[config.mk]
export PLATFORM = sky130hd
export DESIGN_NAME = serial_word_loader
export DESIGN_NICKNAME = d
export VERILOG_FILES = /design/src/rtl/serial_word_loader.sv
export SDC_FILE = /design/constraint.sdc
export NUM_CORES = 1
export LEC_CHECK = 0
export CORE_MARGIN = 3
export CORE_UTILIZATION = 35
export DETAILED_ROUTE_END_ITERATION = 8
export SYNTH_ARGS = -nofsm -noshare
export SYNTH_HDL_FRONTEND = slang
export SYNTH_SLANG_ARGS = --single-unit
[constraint.sdc]
create_clock -name clk -period 3.6 [get_ports clk]
set_input_delay 0.9 -clock clk [delete_from_list [all_inputs] [get_ports clk]]
set_output_delay 0.9 -clock clk [all_outputs]
set_load 0.05 [all_outputs]
[src/rtl/serial_word_loader.sv]
// Serial MSB-first word collector feeding the stage register (din/en).
// Optional even-parity check: define SERIAL_LOADER_PARITY_CHECK_EN.
module serial_word_loader #(
   parameter int WIDTH = 10,
   parameter int CNT_W = 4
) (
   input  logic             clk,
   input  logic             reset,
   input  logic             frame_start,
   input  logic             bit_in,
   input  logic             bit_valid,
   output logic [WIDTH-1:0] dout,
   output logic             en_out,
   output logic             busy,
   output logic [7:0]       word_count,
   output logic             err_out
);

`ifdef SERIAL_LOADER_PARITY_CHECK_EN
   typedef enum logic [1:0] {
      S_IDLE, S_SHIFT, S_LOAD, S_PARITY
   } state_t;
`else
   typedef enum logic [1:0] {
      S_IDLE, S_SHIFT, S_LOAD
   } state_t;
`endif

   state_t           r_state, w_state_nx;
   logic [WIDTH-1:0] r_shreg, w_shreg_nx;
   logic [CNT_W-1:0] r_cnt, w_cnt_nx;
   logic [WIDTH-1:0] r_dout, w_dout_nx;
   logic             r_en, w_en_nx;
   logic             r_busy;
   logic [7:0]       r_wc, w_wc_nx;
   logic             r_err, w_err_nx;
   logic [WIDTH-1:0] w_shifted;
   logic             w_last;

   assign w_shifted = {r_shreg[WIDTH-2:0], bit_in};
   assign w_last    = (r_cnt == CNT_W'(WIDTH - 1));

   always_comb begin
      w_state_nx = r_state;
      w_shreg_nx = r_shreg;
      w_cnt_nx   = r_cnt;
      w_dout_nx  = r_dout;
      w_en_nx    = 1'b0;
      w_wc_nx    = r_wc;
      w_err_nx   = 1'b0;
      unique case (r_state)
         S_IDLE: begin
            if (frame_start) begin
               w_state_nx = S_SHIFT;
               w_shreg_nx = '0;
               w_cnt_nx   = '0;
            end
         end
         S_SHIFT: begin
            // frame_start wins: the bit arriving with it is dropped
            if (frame_start) begin
               w_shreg_nx = '0;
               w_cnt_nx   = '0;
            end else if (bit_valid) begin
               w_shreg_nx = w_shifted;
               w_cnt_nx   = r_cnt + CNT_W'(1);
               if (w_last) begin
`ifdef SERIAL_LOADER_PARITY_CHECK_EN
                  w_state_nx = S_PARITY;
`else
                  w_state_nx = S_LOAD;
                  w_dout_nx  = w_shifted;
                  w_en_nx    = 1'b1;
                  w_wc_nx    = r_wc + 8'd1;
`endif
               end
            end
         end
`ifdef SERIAL_LOADER_PARITY_CHECK_EN
         S_PARITY: begin
            if (frame_start) begin
               w_state_nx = S_SHIFT;
               w_shreg_nx = '0;
               w_cnt_nx   = '0;
            end else if (bit_valid) begin
               if ((^{r_shreg, bit_in}) == 1'b0) begin
                  w_state_nx = S_LOAD;
                  w_dout_nx  = r_shreg;
                  w_en_nx    = 1'b1;
                  w_wc_nx    = r_wc + 8'd1;
               end else begin
                  w_state_nx = S_IDLE;
                  w_err_nx   = 1'b1;
               end
            end
         end
`endif
         S_LOAD: begin
            w_state_nx = S_IDLE;
         end
         default: begin
            w_state_nx = S_IDLE;
         end
      endcase
   end

   // dout/en are loaded on LOAD entry so both are valid in the LOAD cycle
   always_ff @(posedge clk or negedge reset) begin
      if (!reset) begin
         r_state <= S_IDLE;
         r_shreg <= '0;
         r_cnt   <= '0;
         r_dout  <= '0;
         r_en    <= 1'b0;
         r_busy  <= 1'b0;
         r_wc    <= '0;
         r_err   <= 1'b0;
      end else begin
         r_state <= w_state_nx;
         r_shreg <= w_shreg_nx;
         r_cnt   <= w_cnt_nx;
         r_dout  <= w_dout_nx;
         r_en    <= w_en_nx;
         r_busy  <= (w_state_nx != S_IDLE);
         r_wc    <= w_wc_nx;
         r_err   <= w_err_nx;
      end
   end

   assign dout       = r_dout;
   assign en_out     = r_en;
   assign busy       = r_busy;
   assign word_count = r_wc;
   assign err_out    = r_err;

endmodule
# ---- After elaboration in Yosys (flattened, before gate mapping)
# Index checks and enable logic that the tools add are counted.
dict set report word_totals {
  reg_bits 35
  elab_cells 36
  out_inout_bits 21
}
dict set report op_classes {
  n_addsub 2
  muxes 17
  n_reduce_logical 5
  n_eq_ne 4
  bitwise_logic 1
}
# cell n
set op_table {}
lappend op_table {{$mux W9} 3}
lappend op_table {{$pmux W9 S2} 1}
lappend op_table {{$mux W4} 3}
lappend op_table {{$add A8 B1 Y8 const B} 1}
lappend op_table {{$mux W2} 4}
lappend op_table {{$pmux W4 S2} 1}
lappend op_table {{$add A4 B1 Y4 const B} 1}
lappend op_table {{$eq A4 B4 Y1 const B} 1}
lappend op_table {{$mux W1} 4}
lappend op_table {{$pmux W2 S2} 1}
lappend op_table {{$reduce_and A4 Y1} 1}
lappend op_table {{$reduce_bool A2 Y1} 2}
lappend op_table {{$ne A3 B3 Y1 const B} 1}
lappend op_table {{$reduce_and A3 Y1} 1}
lappend op_table {{$eq A2 B1 Y1 const B} 1}
lappend op_table {{$logic_not A2 Y1} 1}
lappend op_table {{$ne A2 B2 Y1 const B} 1}
lappend op_table {{$not A1 Y1} 1}

# ---- Depth between registers and ports, before layout
# Gate-level depths: netlist of the first run.
dict set report depth {
  ltp_word 6
  mapped_depth 6
  ltp_nobuf 5
}

# ---- Least setup slack after synthesis of the first run
# OpenSTA, ideal clock, no wires.
dict set report synth_timing {
  kind {input to register}
  startpoint {input port frame_start}
  endpoint {register r_dout[2] (netlist: dout[2])}
  path_slack_ns 1.514
  path_stages 5
  n_path_buf 2
  arrival_ns 1.959
  cell_sequence {or3_1 > buf_6 > nor2_8 > buf_6 > mux2_1}
}
dict set report synth_via {
  elab_chain_cells 2
}
# element line
set synth_rtl {}
lappend synth_rtl {{from (decl)} 9} ;# input logic frame_start,
lappend synth_rtl {{$not A1 Y1 (no line)} --}
lappend synth_rtl {{$reduce_and A4 Y1 (no line)} --}
lappend synth_rtl {{to (signal assigned)} 122} ;# r_dout <= w_dout_nx;
lappend synth_rtl {{to (decl)} 32} ;# logic [WIDTH-1:0] r_dout, w_dout_nx;
# Every way passes these cells.
# A chain may end at the register's enable or synchronous reset.

# ---- Worst setup path in the final report of the first run
dict set report layout_timing {
  startpoint {input port frame_start}
  endpoint {register r_dout[6] (netlist: dout[6])}
}
# Same word-level chain as after synthesis.

==> results.json, run 1 <==
{
  "synth_nets": 136,
  "drt-initial-drc-count": 97,
  "final_cell_area_sq_mm": 0.00189,
  "vdd_drop_max_v": 0.000230,
  "max_freq_ghz": 0.390,
  "path_cells": "clkdlybuf4s50_1 > or3_1 > nor2_8 > mux2_1",
  "maxCapViolations": 0,
  "place_area_sq_mm": 0.00181,
  "relSlewSlack_pct": 50.7,
  "start_util_pct": 37.3,
  "yosys_warnings": 0,
  "arrival_ns": 2.73,
  "grt_pass1_vias": 1067,
  "crit_slowest_cell": "or3_1",
  "grt.total_usage_pct": 12.6,
  "met3_length_um": 216,
  "worstMarginPinSlew_ns": 0.740,
  "drtAntennaViolNets": 0,
  "wl_met2_um": 1380,
  "clk_pin_slew_ns": 0.07,
  "cts_tree": "done",
  "maxSlewViolCount": 0,
  "syn_area_sq_mm": 0.00155,
  "avgSynthCellArea_sq_um": 12.1,
  "rsz0062_at_grt": "no",
  "synthXorXnorAreaFrac_pct": 4.53,
  "grt_max_degree": 36,
  "die_width_um": 72.5,
  "setup_violations": 0,
  "die_y_um": 72.5,
  "cts.sinks": 35,
  "critPathKind": "primary input to register",
  "cts_root_buf": "clkbuf_8",
  "synth_compound_area_share_pct": 11.2,
  "synth_area_leader_cell": "dfrtp_1",
  "status": "completed",
  "power.density_mw_per_mm2": 374,
  "final_util_pct": 45.6,
  "ys.flop_type": "dfrtp_1",
  "ys_seq_area_share_pct": 56.6,
  "via_per_inst": 5.33,
  "vias": 1087,
  "post_cts_resize_count": 0,
  "dieArea_sq_mm": 0.00526,
  "max_stage_delay_ns": 0.63,
  "synthSimpleGateAreaFrac_pct": 12.9,
  "diodes": 0,
  "required_ns": 3.77,
  "clock_skew_ns": 0.0107,
  "yosys.cell_types.count": 25,
  "cts_buffers": 5,
  "post_cts_buffers": 0,
  "setup_ws_ns": 1.04,
  "firstDrtPassIters": 4,
  "worstSetupEndpointType": "register",
  "synth_top_family_by_area": "simple AND/OR/NAND/NOR gates",
  "drt-met1-wl_um": 1330,
  "crit_family": "simple AND/OR/NAND/NOR gates",
  "drive_gt1_share_pct": 9.09,
  "grt_pass1_wl_um": 5040,
  "fp-row-count": 23,
  "core_area_sq_mm": 0.00414,
  "netlist_instances": 128,
  "wl_per_cell_um": 14.6,
  "cp_max_fo": 13,
  "synthMuxAreaShare_pct": 8.00,
  "post-place-ws_ns": 0.741,
  "min_period_over_period_pct": 71.2,
  "total_power_w": 0.000707,
  "ios": 26,
  "synthTopCellsByArea": "dfrtp_1 (57%), mux2_1 (8.0%), o21ai_0 (5.5%), xor2_1 (4.5%), o31ai_1 (4.4%)",
  "port_buffers": 24,
  "synth_edf_count": 0,
  "synth_common_cells": "dfrtp_1 (35), o21ai_0 (17), nand2_1 (12)",
  "cts_buffer_depth": 2,
  "leakagePower_nw": 0.879,
  "critPathBufInv": 1,
  "finalNetCount": 161,
  "area_growth_pct": 22.2,
  "gp_congestion": 0.742,
  "remaining_drc_errors": 0,
  "finalCriticalPeriod_ns": 2.56,
  "finalSetupTns_ns": 0,
  "synthArstFlopShare_pct": 100,
  "drt_wl_total_um": 2980,
  "synth_fa_ha_area_share_pct": 2.43,
  "maxUsedRoutingLayer": "met4",
  "fill_cells": 394,
  "hp-class": "register to register",
  "cts-htree-levels": 2,
  "synth_most_common_cell": "dfrtp_1",
  "antenna_found_initial": 0,
  "cp-start-kind": "primary input",
  "clk-insertion-delay-late_ns": 0.29,
  "synth_top_area_share_pct": 56.6,
  "dp_hpwl_um": 1940,
  "grt_overflow_total": 0,
  "finalHoldViolCount": 0,
  "ys_seq_elements": 35,
  "cts_hold_buf": 0
}
==> final timing paths <==
path                                        endpoint  slack [ns]                 startpoint  cells after the start
min in group asynchronous           en_out$_DFF_PN0_        1.03                      reset                      2
setup reg to reg                 dout[6]$_DFFE_PN0P_        1.47       r_state[1]$_DFF_PN0_                      3
hold / removal             word_count[7]$_DFFE_PN0P_        0.47  word_count[7]$_DFFE_PN0P_                      1
max in group asynchronous     r_shreg[3]$_DFFE_PN0P_        2.25                      reset                      2
setup / recovery                 dout[6]$_DFFE_PN0P_        1.04                frame_start                      4
hold reg to reg            word_count[7]$_DFFE_PN0P_        0.47  word_count[7]$_DFFE_PN0P_                      1
==> worst reg2reg max path, delay by kind of cell, from the launching register on <==
kind	cells	cell delay [ns]
multiplexers	1	0.37
AND/OR/NAND/NOR	2	0.98
flip-flops	1	0.66
==> cells in the final DEF, fill, tap and decap left out, drive strengths merged <==
| cell type | Yosys | layout |
|---|---|---|
| a21oi | 1 | 1 |
| a31oi | 1 | 1 |
| buf | 4 | 2 |
| clkbuf | 4 | 7 |
| clkdlybuf4s50 | 0 | 24 |
| clkinv | 0 | 1 |
| conb | 1 | 1 |
| dfrtp | 35 | 35 |
| ha | 3 | 3 |
| inv | 2 | 2 |
| mux2 | 11 | 11 |
| nand2 | 12 | 12 |
| nand3 | 5 | 5 |
| nand4 | 2 | 2 |
| nor2 | 4 | 4 |
| nor3 | 3 | 3 |
| nor3b | 1 | 1 |
| nor4 | 3 | 3 |
| o21ai | 17 | 17 |
| o31a | 1 | 1 |
| o31ai | 9 | 9 |
| or3 | 1 | 1 |
| xor2 | 8 | 8 |
==> layer usage <==
metal  GRT usage [%]  up-vias
met5               0        -
met4            5.33        0
met3            5.54        7
met2            19.5       36
met1            15.3      545
li1                -      499
==> sequential cells by signal (all words and copies together), names as in the netlist <==
| name | flops |
|---|---|
| en_out | 1 |
| busy | 1 |
| dout | 10 |
| word_count | 8 |
| r_cnt | 4 |
| r_shreg | 9 |
| r_state | 2 |
==> power by group <==
| part | switching (W) | leakage (nW) | internal, W | total (W) |
|---|---|---|---|---|
| Combinational | 0.0000239 | 0.362 | 0.0000100 | 0.0000340 |
| Sequential | 0.00000416 | 0.475 | 0.000398 | 0.000402 |
| Clock | 0.000136 | 0.0422 | 0.000136 | 0.000271 |
==> stage by stage <==
step | hold WS (ns) | cells
after detailed placement | 0.467 | 196
after floorplan | 0.458 | 128
after global routing | 0.493 | 204
final | 0.467 | 204
after global placement | 0.458 | 196
after CTS | 0.477 | 204
==> cells by family after synthesis <==
logic type / Yosys count
AO/OA/AOI/OAI: 29
XOR/XNOR: 8
adder cells (fa/ha/maj): 3
buffers and inverters: 10
flip-flops: 35
multiplexers: 11
other: 1
AND/OR/NAND/NOR: 31
==> layout make-up <==
| cell class | count | area, sq um | area share (%) |
|---|---|---|---|
| clock buffers | 7 | 76.3 | 4.04 |
| clock inverters | 1 | 5.00 | 0.265 |
| inverters | 2 | 7.51 | 0.397 |
| multi-input cells | 83 | 608 | 32.2 |
| flip-flops and latches | 35 | 876 | 46.3 |
| well taps | 50 | 62.6 | 3.31 |
| repair buffers | 26 | 255 | 13.5 |
Power figures use the tool's default switching activity.
==> run 2, diff against run 1 <==
==> constraint.sdc (replaced) <==
create_clock -name clk -period 2.4 [get_ports clk]
set_input_delay 0.6 -clock clk [delete_from_list [all_inputs] [get_ports clk]]
set_output_delay 0.6 -clock clk [all_outputs]
set_load 0.05 [all_outputs]
==> results.json, run 2 (synthesis results as in run 1) <==
{
  "fin_cells": 207,
  "drt_wl_total_um": 2830,
  "cts_buffer_depth": 2,
  "relSlewSlack_pct": 48.6,
  "rr_endpoint": "word_count[7]$_DFFE_PN0P_",
  "finalCriticalPeriod_ns": 2.17,
  "cts_root_buf": "clkbuf_8",
  "seq_area_sq_um": 876,
  "crit_slowest_cell": "clkdlybuf4s50_1",
  "drt-met1-wl_um": 1290,
  "r2r-start": "r_cnt[2]$_DFFE_PN0P_",
  "hold_path_end": "word_count[7]$_DFFE_PN0P_",
  "maxSlewViolCount": 0,
  "path_cells": "clkdlybuf4s50_1",
  "holdPathStages": 1,
  "final_cell_area_sq_mm": 0.00192,
  "crit_family": "buffers and inverters",
  "antenna_found_initial": 0,
  "start_util_pct": 37.3,
  "fill_cells": 382,
  "min_from": "word_count[7]$_DFFE_PN0P_",
  "via_per_inst": 5.03,
  "layout_common_cells": "dfrtp_1 (35), clkdlybuf4s50_1 (24), o21ai_0 (17), nand2_1 (12), mux2_1 (11)",
  "power.density_mw_per_mm2": 539,
  "drive_gt1_share_pct": 12.1,
  "cts_hold_buf": 0,
  "worstSetupEndpointType": "primary output",
  "min_period_over_period_pct": 90.4,
  "dp_hpwl_um": 1890,
  "grt_max_degree": 36,
  "port_buffers": 24,
  "die_y_um": 72.5,
  "fp-row-count": 23,
  "largest_reg_flops": 10,
  "gp_congestion": 0.721,
  "cp-start-kind": "register",
  "max_stage_delay_ns": 0.84,
  "clock_skew_ns": 0.00643,
  "vdd_drop_max_v": 0.000304,
  "cts_buffers": 5,
  "worstMarginPinSlew_ns": 0.772,
  "grt.total_usage_pct": 12.2,
  "wl_per_cell_um": 13.7,
  "hp-class": "register to register",
  "leakagePower_nw": 0.898,
  "met3_length_um": 184,
  "cts-htree-levels": 2,
  "layout_commonest_cell": "dfrtp_1",
  "finalHoldViolCount": 0,
  "cts.sinks": 35,
  "maxUsedRoutingLayer": "met4",
  "multi_input_area_sq_um": 612,
  "finalSetupTns_ns": 0,
  "clk_pin_slew_ns": 0.06,
  "required_ns": 1.80,
  "place_area_sq_mm": 0.00185,
  "remaining_drc_errors": 0,
  "finalNetCount": 166,
  "cts_tree": "done",
  "setup_violations": 0,
  "grt_pass1_vias": 1057,
  "core_area_sq_mm": 0.00414,
  "die_width_um": 72.5,
  "maxCapViolations": 0,
  "dp.cells": 201,
  "dieArea_sq_mm": 0.00526,
  "ios": 26,
  "r2r_slack_ns": 0.77,
  "rsz0062_at_grt": "no",
  "max_freq_ghz": 0.461,
  "critPathKind": "register to primary output",
  "r2r_cells": 4,
  "vias": 1041,
  "clk-insertion-delay-late_ns": 0.28,
  "diodes": 0,
  "area_growth_pct": 24.3,
  "drt-initial-drc-count": 42,
  "wl_met2_um": 1310,
  "firstDrtPassIters": 4,
  "post_cts_buffers": 0,
  "grt_pass1_wl_um": 4880,
  "status": "completed",
  "cp_max_fo": 6,
  "critPathBufInv": 1,
  "drtAntennaViolNets": 0,
  "arrival_ns": 1.57,
  "grt_overflow_total": 0
}
run 2: routing by layer:
metal  vias to the layer above  GRT usage, %
met5                         -             0
met4                         0          5.33
met3                         6          5.68
met2                        27          18.9
met1                       501          14.6
li1                        507             -
run 2: worst max-delay path by stage:
stage | slack (ns) | endpoint | cells past startpoint | from
after floorplan | 0.61 | dout[2]$_DFFE_PN0P_ | 5 | frame_start
after global placement | -0.01 | r_shreg[8]$_DFFE_PN0P_ | 4 | bit_valid
after global routing | 0.16 | word_count[0] | 1 | word_count[0]$_DFFE_PN0P_
after detailed placement | -0.12 | r_shreg[3]$_DFFE_PN0P_ | 4 | bit_valid
after CTS | 0.17 | r_shreg[3]$_DFFE_PN0P_ | 4 | bit_valid
final | 0.23 | word_count[0] | 1 | word_count[0]$_DFFE_PN0P_
run 2: cell type report:
type | instances | share of cell area (%)
timing repair buffer | 31 | 15.2
clock buffer | 6 | 3.77
multi-input combinational | 83 | 31.8
inverter | 2 | 0.390
tap | 50 | 3.25
sequential | 35 | 45.5
run 2: what timing repair did:
item	in CTS	in global routing
gates resized for setup	0	1
endpoints found under the setup margin	0	4
hold endpoints to repair	0	0
run 2: through the flow:
step / total power, W / hold slack (ns) / setup WS (ns) / utilization [%]
after floorplan: 0.000640 / 0.304 / 0.614 / -
after global placement: 0.000668 / 0.457 / -0.0119 / 44.6
after detailed placement: 0.000670 / 0.461 / -0.124 / 44.6
after CTS: 0.00105 / 0.472 / 0.169 / 46.3
after global routing: 0.00109 / 0.505 / 0.163 / 46.4
final: 0.00104 / 0.466 / 0.230 / 46.4
run 2: power breakdown:
part	total [W]	internal (W)	switching [W]
Sequential	0.000603	0.000597	0.00000631
Clock	0.000378	0.000193	0.000185
Combinational	0.0000548	0.0000185	0.0000362
Total	0.00104	0.000809	0.000227
==> run 3, diff against run 2 <==
--- a/config.mk
+++ b/config.mk
@@ -5,9 +5,10 @@
 export SDC_FILE = /design/constraint.sdc
 export NUM_CORES = 1
 export LEC_CHECK = 0
-export CORE_MARGIN = 3
+export CORE_MARGIN = 2
 export CORE_UTILIZATION = 35
 export DETAILED_ROUTE_END_ITERATION = 8
+export SLEW_MARGIN = 20
 export SYNTH_ARGS = -nofsm -noshare
 export SYNTH_HDL_FRONTEND = slang
 export SYNTH_SLANG_ARGS = --single-unit
==> results.json, run 3 (synthesis results as in run 1) <==
{
  "max_stage_delay_ns": 0.85,
  "rsz0062_at_grt": "no",
  "finalNetCount": 167,
  "die_width_um": 70.5,
  "dp_hpwl_um": 1930,
  "crit_family": "buffers and inverters",
  "layout_commonest_cell": "dfrtp_1",
  "firstDrtPassIters": 6,
  "cts-htree-levels": 2,
  "cts_root_buf": "clkbuf_8",
  "remaining_drc_errors": 0,
  "cts_tree": "done",
  "r2r_cells": 4,
  "worstMarginPinSlew_ns": 0.508,
  "max_freq_ghz": 0.455,
  "crit_slowest_cell": "clkdlybuf4s50_1",
  "maxSlewViolCount": 0,
  "p_comb_share_pct": 5.2,
  "fp-row-count": 24,
  "clk_pin_slew_ns": 0.07,
  "cp_max_fo": 6,
  "grt_pass1_vias": 1088,
  "total_power_w": 0.00108,
  "holdWs_ns": 0.475,
  "cts_buffer_depth": 2,
  "pwr-share-seq_pct": 55.8,
  "diodes": 0,
  "die_y_um": 70.5,
  "finalCriticalPeriod_ns": 2.20,
  "finalHoldViolCount": 0,
  "critPathBufInv": 1,
  "path_cells": "clkdlybuf4s50_1",
  "clock_power_share_pct": 39.0,
  "grt_overflow_total": 0,
  "finalSetupTns_ns": 0,
  "p_sw_w": 0.000262,
  "cp-start-kind": "register",
  "holdPathStages": 1,
  "arrival_ns": 1.60,
  "grt_pass1_wl_um": 5110,
  "dp.cells": 204,
  "r2r_slack_ns": 0.70,
  "post_cts_resize_count": 0,
  "antenna_found_initial": 0,
  "cts.sinks": 35,
  "drtAntennaViolNets": 0,
  "hold_path_end": "word_count[7]$_DFFE_PN0P_",
  "grt_max_degree": 36,
  "relSlewSlack_pct": 66.1,
  "p_int_w": 0.000818,
  "setup_violations": 0,
  "port_buffers": 24,
  "gp_congestion": 0.701,
  "rr_endpoint": "word_count[7]$_DFFE_PN0P_",
  "min_period_over_period_pct": 91.5,
  "vias": 1092,
  "post_cts_buffers": 0,
  "core_area_sq_mm": 0.00429,
  "final_util_pct": 45.3,
  "layout_common_cells": "dfrtp_1 (35), clkdlybuf4s50_1 (24), o21ai_0 (17), nand2_1 (12), mux2_1 (11)",
  "start_util_pct": 36.0,
  "required_ns": 1.80,
  "grt.total_usage_pct": 13.3,
  "min_from": "word_count[7]$_DFFE_PN0P_",
  "cts_hold_buf": 0,
  "wl_per_cell_um": 13.8,
  "clk-insertion-delay-late_ns": 0.29,
  "drt-initial-drc-count": 38,
  "dieArea_sq_mm": 0.00497,
  "leakagePower_nw": 0.906,
  "ios": 26,
  "area_growth_pct": 25.7,
  "power.density_mw_per_mm2": 555,
  "critPathKind": "register to primary output",
  "clock_skew_ns": 0.00635,
  "cts_buffers": 5,
  "via_per_inst": 5.15,
  "drt_wl_total_um": 2930,
  "largest_reg_flops": 10,
  "worstSetupEndpointType": "primary output",
  "maxCapViolations": 0,
  "drive_gt1_share_pct": 13.8,
  "vdd_drop_max_v": 0.000326,
  "fin_cells": 212,
  "status": "completed",
  "hp-class": "register to register",
  "sw_frac_of_total_pct": 24.3,
  "r2r-start": "r_cnt[2]$_DFFE_PN0P_"
}
-- run 3: routing by layer --
layer	vias to the layer above	share of wire [%]	global-route usage (%)	wire (um)
met1	546	45	16.1	1310
met4	0	1.2	4.49	36
li1	515	-	-	-
met2	28	49	21.5	1430
met5	-	0	0	0
met3	3	5.1	5.34	149
-- run 3: worst max path at each step --
stage / startpoint / slack, ns / to / cells after the start
floorplan: frame_start / 0.61 / dout[2]$_DFFE_PN0P_ / 5
global placement: frame_start / 0.18 / word_count[7]$_DFFE_PN0P_ / 5
CTS: word_count[0]$_DFFE_PN0P_ / 0.18 / word_count[0] / 1
finish: word_count[0]$_DFFE_PN0P_ / 0.20 / word_count[0] / 1
global route: word_count[0]$_DFFE_PN0P_ / 0.13 / word_count[0] / 1
detailed placement: frame_start / 0.09 / word_count[7]$_DFFE_PN0P_ / 5
-- run 3: power groups by stage --
stage                     registers [W]  clock network [W]  logic (W)
final                          0.000603           0.000421  0.0000561
after global routing           0.000604           0.000474  0.0000637
after CTS                      0.000603           0.000438  0.0000580
after detailed placement       0.000614                  0  0.0000579
after global placement         0.000614                  0  0.0000559
after floorplan                0.000613                  0  0.0000275
-- run 3: final cells by class --
type | count | area (sq um)
clock buffers | 5 | 68.8
clock inverters | 3 | 20.0
fillers | 402 | 2350
inverters | 2 | 7.51
multi-input cells | 83 | 608
flip-flops and latches | 35 | 876
well taps | 52 | 65.1
repair buffers | 32 | 300
-- run 3: metrics by stage --
step | setup slack [ns] | instance area (sq um)
floorplan | 0.614 | 1550
global placement | 0.185 | 1860
detailed placement | 0.0948 | 1860
CTS | 0.184 | 1950
global route | 0.128 | 1950
finish | 0.203 | 1950
